<file path="src/rtl/cpu_pkg.sv">
// Shared encodings and widths for the pipeline hazard controller.
package cpu_pkg;

  localparam int unsigned REG_W       = 5;
  localparam int unsigned STATE_W     = 2;
  localparam int unsigned STALL_CNT_W = 16;
  localparam int unsigned FLUSH_CNT_W = 8;
  localparam int unsigned WAIT_CNT_W  = 8;
  localparam int unsigned TIMEOUT_DEF = 255;

  localparam logic [1:0] ST_RUN      = 2'd0;
  localparam logic [1:0] ST_LU_STALL = 2'd1;
  localparam logic [1:0] ST_MEM_WAIT = 2'd2;

  typedef struct packed {
    logic pc_stall;
    logic if_id_stall;
    logic id_ex_bubble;
    logic ex_mem_stall;
    logic mem_wb_bubble;
    logic if_flush;
  } pipe_ctrl_t;

endpackage

</file>
<file path="src/rtl/hazard_ctrl_if.sv">
// Pipeline-side bundle between the datapath stages and the hazard controller.
interface hazard_ctrl_if;
  import cpu_pkg::*;

  logic [REG_W-1:0]       ID_rA;
  logic [REG_W-1:0]       ID_rB_or_rD;
  logic                   ID_rA_used;
  logic                   ID_rB_used;
  logic                   ID_br_ctrl;
  logic [REG_W-1:0]       EX_rD;
  logic                   EX_wrEn;
  logic                   EX_memEn;
  logic                   EX_memwrEn;
  logic                   MEM_req;
  logic                   MEM_ready;
  logic                   cnt_clr;
  logic                   PC_stall;
  logic                   IF_ID_stall;
  logic                   ID_EX_bubble;
  logic                   EX_MEM_stall;
  logic                   MEM_WB_bubble;
  logic                   IF_flush;
  logic                   mem_timeout;
  logic [STALL_CNT_W-1:0] stall_cnt;
  logic [FLUSH_CNT_W-1:0] flush_cnt;
  logic [STATE_W-1:0]     ctrl_state;

  modport master (
    output ID_rA, ID_rB_or_rD, ID_rA_used, ID_rB_used, ID_br_ctrl,
           EX_rD, EX_wrEn, EX_memEn, EX_memwrEn, MEM_req, MEM_ready, cnt_clr,
    input  PC_stall, IF_ID_stall, ID_EX_bubble, EX_MEM_stall, MEM_WB_bubble,
           IF_flush, mem_timeout, stall_cnt, flush_cnt, ctrl_state
  );

  modport slave (
    input  ID_rA, ID_rB_or_rD, ID_rA_used, ID_rB_used, ID_br_ctrl,
           EX_rD, EX_wrEn, EX_memEn, EX_memwrEn, MEM_req, MEM_ready, cnt_clr,
    output PC_stall, IF_ID_stall, ID_EX_bubble, EX_MEM_stall, MEM_WB_bubble,
           IF_flush, mem_timeout, stall_cnt, flush_cnt, ctrl_state
  );

endinterface

</file>
<file path="src/rtl/hazard_detect.sv">
// Load-use match: an EX-stage load whose destination feeds an ID-stage source.
module hazard_detect
  import cpu_pkg::*;
(
  input  logic [REG_W-1:0] id_ra,
  input  logic [REG_W-1:0] id_rb_or_rd,
  input  logic             id_ra_used,
  input  logic             id_rb_used,
  input  logic [REG_W-1:0] ex_rd,
  input  logic             ex_wr_en,
  input  logic             ex_mem_en,
  input  logic             ex_memwr_en,
  output logic             load_use
);

  logic ex_is_load;
  logic src_match;

  // r0 gets no special treatment: a load to r0 still interlocks.
  assign ex_is_load = ex_mem_en & ~ex_memwr_en & ex_wr_en;
  assign src_match  = (id_ra_used & (id_ra == ex_rd)) |
                      (id_rb_used & (id_rb_or_rd == ex_rd));
  assign load_use   = ex_is_load & src_match;

endmodule

</file>
<file path="src/rtl/hazard_ctrl.sv">
// Stall/bubble/flush generation for the 5-stage pipeline, plus stall and
// flush statistics and a sticky data-memory timeout flag.
module hazard_ctrl
  import cpu_pkg::*;
#(
  parameter int unsigned TIMEOUT = TIMEOUT_DEF
) (
  input  logic          clk,
  input  logic          reset,
  hazard_ctrl_if.slave  bus
);

  logic [STATE_W-1:0]     state;
  logic [STATE_W-1:0]     next_state;
  logic [STALL_CNT_W-1:0] stall_cnt;
  logic [FLUSH_CNT_W-1:0] flush_cnt;
  logic [WAIT_CNT_W-1:0]  wait_cnt;
  logic [WAIT_CNT_W-1:0]  wait_inc;
  logic                   mem_timeout;
  logic                   mem_hold;
  logic                   load_use;
  pipe_ctrl_t             ctrl;

  hazard_detect u_detect (
    .id_ra       (bus.ID_rA),
    .id_rb_or_rd (bus.ID_rB_or_rD),
    .id_ra_used  (bus.ID_rA_used),
    .id_rb_used  (bus.ID_rB_used),
    .ex_rd       (bus.EX_rD),
    .ex_wr_en    (bus.EX_wrEn),
    .ex_mem_en   (bus.EX_memEn),
    .ex_memwr_en (bus.EX_memwrEn),
    .load_use    (load_use)
  );

  assign mem_hold = bus.MEM_req & ~bus.MEM_ready;

  // Priority mem_hold > load_use > branch flush; the state only tracks which
  // hold is in progress, so the unused encoding behaves like RUN.
  always_comb begin
    ctrl       = '0;
    next_state = ST_RUN;
    if (mem_hold) begin
      ctrl.pc_stall      = 1'b1;
      ctrl.if_id_stall   = 1'b1;
      ctrl.ex_mem_stall  = 1'b1;
      ctrl.mem_wb_bubble = 1'b1;
      next_state         = ST_MEM_WAIT;
    end else if (load_use) begin
      ctrl.pc_stall      = 1'b1;
      ctrl.if_id_stall   = 1'b1;
      ctrl.id_ex_bubble  = 1'b1;
      next_state         = ST_LU_STALL;
    end else begin
      ctrl.if_flush      = bus.ID_br_ctrl;
    end
    if (!reset) begin
      ctrl = '0;
    end
  end

  assign wait_inc = (wait_cnt == '1) ? wait_cnt : wait_cnt + WAIT_CNT_W'(1);

  // Counters, wait tracking and the sticky timeout; clear beats increment.
  always_ff @(posedge clk or negedge reset) begin
    if (!reset) begin
      state       <= ST_RUN;
      stall_cnt   <= '0;
      flush_cnt   <= '0;
      wait_cnt    <= '0;
      mem_timeout <= 1'b0;
    end else begin
      state    <= next_state;
      wait_cnt <= mem_hold ? wait_inc : '0;
      if (bus.cnt_clr) begin
        stall_cnt   <= '0;
        flush_cnt   <= '0;
        mem_timeout <= 1'b0;
      end else begin
        if (ctrl.pc_stall && (stall_cnt != '1)) begin
          stall_cnt <= stall_cnt + STALL_CNT_W'(1);
        end
        if (ctrl.if_flush && (flush_cnt != '1)) begin
          flush_cnt <= flush_cnt + FLUSH_CNT_W'(1);
        end
        if (mem_hold && (wait_inc >= WAIT_CNT_W'(TIMEOUT))) begin
          mem_timeout <= 1'b1;
        end
      end
    end
  end

  assign bus.PC_stall      = ctrl.pc_stall;
  assign bus.IF_ID_stall   = ctrl.if_id_stall;
  assign bus.ID_EX_bubble  = ctrl.id_ex_bubble;
  assign bus.EX_MEM_stall  = ctrl.ex_mem_stall;
  assign bus.MEM_WB_bubble = ctrl.mem_wb_bubble;
  assign bus.IF_flush      = ctrl.if_flush;
  assign bus.mem_timeout   = mem_timeout;
  assign bus.stall_cnt     = stall_cnt;
  assign bus.flush_cnt     = flush_cnt;
  assign bus.ctrl_state    = state;

endmodule

</file>
<file path="src/flat_wrapper.sv">
// flat-port wrapper written by rule: the top's interface ports become plain ports
module hazard_ctrl_flat import cpu_pkg::*;
#(
  parameter int unsigned TIMEOUT = TIMEOUT_DEF
)
  (clk, reset, bus_ID_rA, bus_ID_rB_or_rD, bus_ID_rA_used, bus_ID_rB_used, bus_ID_br_ctrl, bus_EX_rD, bus_EX_wrEn, bus_EX_memEn, bus_EX_memwrEn, bus_MEM_req, bus_MEM_ready, bus_cnt_clr, bus_PC_stall, bus_IF_ID_stall, bus_ID_EX_bubble, bus_EX_MEM_stall, bus_MEM_WB_bubble, bus_IF_flush, bus_mem_timeout, bus_stall_cnt, bus_flush_cnt, bus_ctrl_state);
  hazard_ctrl_if bus_i ();
  input  logic clk;
  input  logic reset;
  input wire logic [$bits(bus_i.ID_rA)-1:0] bus_ID_rA;
  input wire logic [$bits(bus_i.ID_rB_or_rD)-1:0] bus_ID_rB_or_rD;
  input wire logic [$bits(bus_i.ID_rA_used)-1:0] bus_ID_rA_used;
  input wire logic [$bits(bus_i.ID_rB_used)-1:0] bus_ID_rB_used;
  input wire logic [$bits(bus_i.ID_br_ctrl)-1:0] bus_ID_br_ctrl;
  input wire logic [$bits(bus_i.EX_rD)-1:0] bus_EX_rD;
  input wire logic [$bits(bus_i.EX_wrEn)-1:0] bus_EX_wrEn;
  input wire logic [$bits(bus_i.EX_memEn)-1:0] bus_EX_memEn;
  input wire logic [$bits(bus_i.EX_memwrEn)-1:0] bus_EX_memwrEn;
  input wire logic [$bits(bus_i.MEM_req)-1:0] bus_MEM_req;
  input wire logic [$bits(bus_i.MEM_ready)-1:0] bus_MEM_ready;
  input wire logic [$bits(bus_i.cnt_clr)-1:0] bus_cnt_clr;
  output wire logic [$bits(bus_i.PC_stall)-1:0] bus_PC_stall;
  output wire logic [$bits(bus_i.IF_ID_stall)-1:0] bus_IF_ID_stall;
  output wire logic [$bits(bus_i.ID_EX_bubble)-1:0] bus_ID_EX_bubble;
  output wire logic [$bits(bus_i.EX_MEM_stall)-1:0] bus_EX_MEM_stall;
  output wire logic [$bits(bus_i.MEM_WB_bubble)-1:0] bus_MEM_WB_bubble;
  output wire logic [$bits(bus_i.IF_flush)-1:0] bus_IF_flush;
  output wire logic [$bits(bus_i.mem_timeout)-1:0] bus_mem_timeout;
  output wire logic [$bits(bus_i.stall_cnt)-1:0] bus_stall_cnt;
  output wire logic [$bits(bus_i.flush_cnt)-1:0] bus_flush_cnt;
  output wire logic [$bits(bus_i.ctrl_state)-1:0] bus_ctrl_state;
  assign bus_i.ID_rA = bus_ID_rA;
  assign bus_i.ID_rB_or_rD = bus_ID_rB_or_rD;
  assign bus_i.ID_rA_used = bus_ID_rA_used;
  assign bus_i.ID_rB_used = bus_ID_rB_used;
  assign bus_i.ID_br_ctrl = bus_ID_br_ctrl;
  assign bus_i.EX_rD = bus_EX_rD;
  assign bus_i.EX_wrEn = bus_EX_wrEn;
  assign bus_i.EX_memEn = bus_EX_memEn;
  assign bus_i.EX_memwrEn = bus_EX_memwrEn;
  assign bus_i.MEM_req = bus_MEM_req;
  assign bus_i.MEM_ready = bus_MEM_ready;
  assign bus_i.cnt_clr = bus_cnt_clr;
  assign bus_PC_stall = bus_i.PC_stall;
  assign bus_IF_ID_stall = bus_i.IF_ID_stall;
  assign bus_ID_EX_bubble = bus_i.ID_EX_bubble;
  assign bus_EX_MEM_stall = bus_i.EX_MEM_stall;
  assign bus_MEM_WB_bubble = bus_i.MEM_WB_bubble;
  assign bus_IF_flush = bus_i.IF_flush;
  assign bus_mem_timeout = bus_i.mem_timeout;
  assign bus_stall_cnt = bus_i.stall_cnt;
  assign bus_flush_cnt = bus_i.flush_cnt;
  assign bus_ctrl_state = bus_i.ctrl_state;
  hazard_ctrl #(.TIMEOUT(TIMEOUT)) u_core (.clk(clk), .reset(reset), .bus(bus_i));
endmodule
</file>
<file path="config.mk">
export PLATFORM = sky130hd
export DESIGN_NAME = hazard_ctrl_flat
export DESIGN_NICKNAME = d
export VERILOG_FILES = /design/src/rtl/cpu_pkg.sv /design/src/rtl/hazard_ctrl_if.sv /design/src/rtl/hazard_detect.sv /design/src/rtl/hazard_ctrl.sv /design/src/flat_wrapper.sv
export SDC_FILE = /design/constraint.sdc
export NUM_CORES = 1
export LEC_CHECK = 0
export ABC_CLOCK_PERIOD_IN_PS = 4200
export BUFFER_PORTS_ARGS = -buffer_cell sky130_fd_sc_hd__buf_4
export CORE_MARGIN = 1.5
export CORE_UTILIZATION = 56
export CTS_CLUSTER_DIAMETER = 60
export DETAILED_ROUTE_END_ITERATION = 7
export PLACE_DENSITY = 0.83
export SYNTH_ARGS = -nofsm -noshare
export SYNTH_HDL_FRONTEND = slang
export SYNTH_SLANG_ARGS = --single-unit
</file>
<file path="constraint.sdc">
create_clock -name clk -period 4.2 [get_ports clk]
set_clock_uncertainty 0.2 [all_clocks]
set_input_delay 0.84 -clock clk [delete_from_list [all_inputs] [get_ports clk]]
set_output_delay 0.84 -clock clk [all_outputs]
set_load 0.01 [all_outputs]
</file>
# --- Word-level counts from Yosys, hierarchy flattened ---
# Index checks and enable logic that the tools add are counted.
word_totals:
  regBits: 35
  in_bits: 26
  word_cells: 46
op_classes:
  add_sub_neg: 3
  order_cmp: 1
  n_eq_ne: 5
  mux: 17
  n_bitwise: 9
  reduce_logical: 6
ops:
  columns: ["op", "count"]
  rows:
  - ["$mux 16", 2]
  - ["$mux 8", 4]
  - ["$add 16x1->16 const B", 1]
  - ["$add 8x1->8 const B", 2]
  - ["$ne 16x16->1 const B", 1]
  - ["$eq 5x5->1", 2]
  - ["$eq 8x8->1 const B", 1]
  - ["$ge 8x8->1 const B", 1]
  - ["$ne 8x8->1 const B", 1]
  - ["$and 1x1->1", 6]
  - ["$mux 1", 6]
  - ["$mux 2", 3]
  - ["$mux 6", 1]
  - ["$reduce_bool 2->1", 3]
  - ["$logic_and 1x1->1", 3]
  - ["$mux 3", 1]
  - ["$not 1->1", 2]
  - ["$or 1x1->1", 1]

# --- Logic depth before layout (Yosys ltp) ---
depth:
  word_depth: 10
  ltp_mapped: 8
  mapped_depth_nobuf: 7

# --- By module ---
# Synthesis repeated with hierarchy kept, for this count alone.
hier_totals:
  cells_unflattened: 229
  hier_area_um2: 2164.6
modules_own_cells:
  columns: ["module", "instances", "cells_per_inst", "area_per_inst_um2", "seq_area_each_um2"]
  rows:
  - ["hazard_ctrl", 1, 214, 2028.2, 875.8]
  - ["hazard_detect", 1, 15, 136.4, 0.0]

# --- Worst setup path after synthesis ---
# No wires, ideal clock.
synth_timing:
  kind: "input port to output port"
  startpoint: "input port bus_EX_wrEn"
  endpoint: "output port bus_PC_stall"
  arrival_ns: 1.786
  t_required_ns: 3.160
  path_slack_ns: 1.374
  path_stages: 6
  n_path_buf: 1
  path_cell_list: "nand2_1 or2_1 o31ai_2 o21ai_0 inv_1 buf_4"
synth_via:
  elab_chain_len: 5
synth_rtl:
  columns: ["element", "line_no", "source"]
  rows:
  - ["from (decl)", "flat_wrapper.sv:16", "input wire logic [$bits(bus_i.EX_wrEn)-1:0] bus_EX_wrEn;"]
  - ["$and 1x1->1", "hazard_detect.sv:20", "assign ex_is_load = ex_mem_en & ~ex_memwr_en & ex_wr_en;"]
  - ["$and 1x1->1", "hazard_detect.sv:23", "assign load_use = ex_is_load & src_match;"]
  - ["$mux 3", "hazard_ctrl.sv:49", "end else if (load_use) begin"]
  - ["$mux 2", "hazard_ctrl.sv:43", "if (mem_hold) begin"]
  - ["$mux 6", "hazard_ctrl.sv:57", "if (!reset) begin"]
  - ["to (decl)", "flat_wrapper.sv:22", "output wire logic [$bits(bus_i.PC_stall)-1:0] bus_PC_stall;"]
# Every way passes these cells.

# --- Worst setup path in the final report ---
layout_timing:
  startpoint: "input port bus_ID_rA[2]"
  endpoint: "output port bus_ID_EX_bubble"
layout_via:
  elab_chain_len: 7
layout_rtl:
  columns: ["element", "line_no", "source"]
  rows:
  - ["from (decl)", "flat_wrapper.sv:10", "input wire logic [$bits(bus_i.ID_rA)-1:0] bus_ID_rA;"]
  - ["$eq 5x5->1", "hazard_detect.sv:21", "assign src_match = (id_ra_used & (id_ra == ex_rd)) |"]
  - ["$and 1x1->1", "hazard_detect.sv:21", null]
  - ["$or 1x1->1", "hazard_detect.sv:21", null]
  - ["$and 1x1->1", "hazard_detect.sv:23", null]
  - ["$mux 3", "hazard_ctrl.sv:49", null]
  - ["$mux 1", "hazard_ctrl.sv:43", null]
  - ["$mux 6", "hazard_ctrl.sv:57", null]
  - ["to (decl)", "flat_wrapper.sv:24", "output wire logic [$bits(bus_i.ID_EX_bubble)-1:0] bus_ID_EX_bubble;"]
# Every way passes these cells.

==> impl_metrics.ini <==
[worst_setup_path]
crit_family = simple AND/OR/NAND/NOR gates
setup.worst_path.class = in -> out
arrival_ps = 1950
cp_slowest_cell = o22ai_1
path_cells = buf_4, xnor2_1, nand4_1, o22ai_1, nand2_1, nor2_1, buf_4
max_stage_delay_ps = 310
cp_common_cell = buf_4
crit_required_ps = 3160
cp_num_buf_inv = 2
crit_path_end_kind = primary output
startpoint_type = input pin
cp_max_fo = 4

[clock_network]
cts.hold.buffers_added = 0
path_clk_slew_ps = 110
numCtsBuffers = 5
cts_buffer_depth = 2
cts_num_sinks = 35
cts_tree = yes
cts-htree-levels = 2
root_buffer = clkbuf_4
insertion_delay_ps = 340
post-cts-setup-buffers = 0
cts-resized-gates = 0

[timing]
finalSetupTns_ps = 0
setup_violations = 0
max-slew-margin-rel_pct = 35.99
max_freq_mhz = 334.6
tightest_slew_ps = 957.4
rsz0062_at_grt = false
fin_crit_ps = 2989
fin_hold_ws_ps = 252.8
finalHoldViolations = 0
slew_viol_final = 0
period_share_pct = 71.16

[synth]
synth_cell_types = 46
synth-seq-cells = 35
synth_top_cell_area_share_pct = 42.94
ys_seq_area_share_pct = 42.94
yosysTopAreaCell = dfrtp_1
synth_edf_count = 0
synth_nets = 256
syn_inst = 227
ys.flop_type = dfrtp_1
synth.cell_area_um2 = 2039
synth.area.top_cells = dfrtp_1, xnor2_1, a21oi_1, nand3_1, o21ai_0
avgSynthCellArea_um2 = 8.984
async_flop_share_pct = 100.0
yosys_warnings = 0

[grt]
grt_pass1_vias = 1803
grt_start_max_net_pins = 42
antenna_found_initial = 0
overflow = 0
grt_usage_pct = 24.83
grt_pass1_wl_um = 7790

[pwr]
power_leakage_nw = 1.148
ir_drop_mv = 0.1398
power_density_nw_per_um2 = 253.5
total_power_mw = 0.6486

[drt]
antenna_left = 0
num_vias = 1896
drt_first_pass_iters = 4
drt-total-wl_um = 4505
viasPerCell = 5.780
wl_per_cell_um = 13.73
route.detailed.drc = 0
drtIter0Drc = 161

[floorplan]
die_y_um = 63.35
initial_core_util_pct = 59.71
core_um2 = 3416
dieWidth_um = 63.35
fp.dieArea_um2 = 4013
num_rows = 21
io_pins = 59

[placed_design]
postPlaceCellArea_um2 = 2487
port_buffers = 58
place.gp.congestion = 0.8145
dp_hpwl_um = 3248

[cells_and_area]
area_growth_pct = 25.46
ff_latch_area_um2 = 875.8
drive_above_1_share_pct = 25.53
fin_area_um2 = 2559
nets = 311
num-fill-cells = 282
diodes = 0
multi_input_area_um2 = 1092

[min_path]
min_path_type = in -> async

[outcome]
status = complete, no violations

[run]
cap_violations = 0
[path summary, 6_finish.rpt]
path / startpoint / slack [ps] / end / cells past startpoint
setup reg to reg: u_core.bus.stall_cnt[0]$_DFFE_PN0P_ / 1700 / u_core.bus.stall_cnt[7]$_DFFE_PN0P_ / 6
hold reg to reg: u_core.bus.mem_timeout$_DFFE_PN0P_ / 310 / u_core.bus.mem_timeout$_DFFE_PN0P_ / 1
hold / removal: reset / 250 / u_core.bus.stall_cnt[9]$_DFFE_PN0P_ / 1
min in group clk: u_core.bus.mem_timeout$_DFFE_PN0P_ / 310 / u_core.bus.mem_timeout$_DFFE_PN0P_ / 1
setup / recovery: bus_ID_rA[2] / 1210 / bus_ID_EX_bubble / 7
max in group asynchronous: reset / 3200 / u_core.bus.flush_cnt[7]$_DFFE_PN0P_ / 1
[routing by layer]
| layer | vias up | GRT usage [%] | part of all wire, % |
|---|---|---|---|
| met1 | 901 | 29.72 | 43 |
| met5 | - | 0 | 0 |
| met3 | 6 | 6.429 | 6.1 |
| li1 | 935 | - | - |
| met4 | 0 | 10.87 | 1.4 |
| met2 | 54 | 41.97 | 50 |
[cell type report]
class | count | share of cell area (%)
Sequential cell | 35 | 34.23
Clock buffer | 6 | 1.614
Multi-Input combinational cell | 175 | 42.69
Clock inverter | 1 | 1.174
Inverter | 7 | 1.027
Tap cell | 46 | 2.249
Timing Repair Buffer | 58 | 17.02
[cells in the final DEF, fill, tap and decap left out, types with 2 or more instances in the layout]
cell and count:
or4_1 7, and2_1 2, or3_1 8, xnor2_1 13, a31oi_1 4, ha_1 3
a21oi_1 20, and3_1 6, nor3_1 3, a211oi_1 2, nand3_1 16, inv_1 7
mux2i_1 3, nand2_1 16, xor2_1 2, o31ai_1 6, nor2b_1 3, o21ai_0 14
nand4_1 4, clkbuf_4 5, nor2_1 18, buf_4 58, mux2_2 2, dfrtp_1 35
nand2b_1 3
[through the flow]
stage               utilization [%]  instances  worst slack [ps]
finish                        74.91        328              1211
global route                  74.91        328             991.2
CTS                           74.91        328              1207
detailed placement            72.82        321              1131
global placement              72.82        321              1172
floorplan                         -        227              1374
[cell usage after synthesis, types with 2 or more instances]
cell type	n
clkbuf_1	7
and2_1	2
o21ai_0	14
nand4_1	4
nand2_1	16
a21oi_1	20
ha_1	3
a31oi_1	4
inv_1	7
or4_1	7
nand2b_1	3
o31ai_1	6
nor2b_1	3
a211oi_1	2
buf_4	2
and3_1	6
mux2i_1	3
xor2_1	2
nand3_1	16
nor2_1	18
mux2_2	2
nor3_1	3
dfrtp_1	35
or3_1	8
xnor2_1	13
[cell families (layout without fill, tap and decap cells)]
family	after synthesis	after routing	synth area share (%)
flip-flops	35	35	42.94
adder cells (fa/ha/maj)	3	3	1.841
buffers and inverters	17	72	3.497
AO/OA/AOI/OAI	59	59	18.34
multiplexers	5	5	2.577
XOR/XNOR	15	15	6.442
AND/OR/NAND/NOR	93	93	24.36
[report_power, final]
part | switching, mW | total [mW] | internal (mW)
clock network | 0.110 | 0.233 | 0.123
logic | 0.0371 | 0.0719 | 0.0348
registers | 0.00403 | 0.344 | 0.340
total | 0.151 | 0.649 | 0.497
[sequential cells by signal, summed over array words and instances (netlist names)]
signal / flops
u_core.bus.stall_cnt: 16
u_core.bus.flush_cnt: 8
u_core.wait_cnt: 8
u_core.bus.ctrl_state: 2
u_core.bus.mem_timeout: 1
Power figures use the tool's default switching activity.
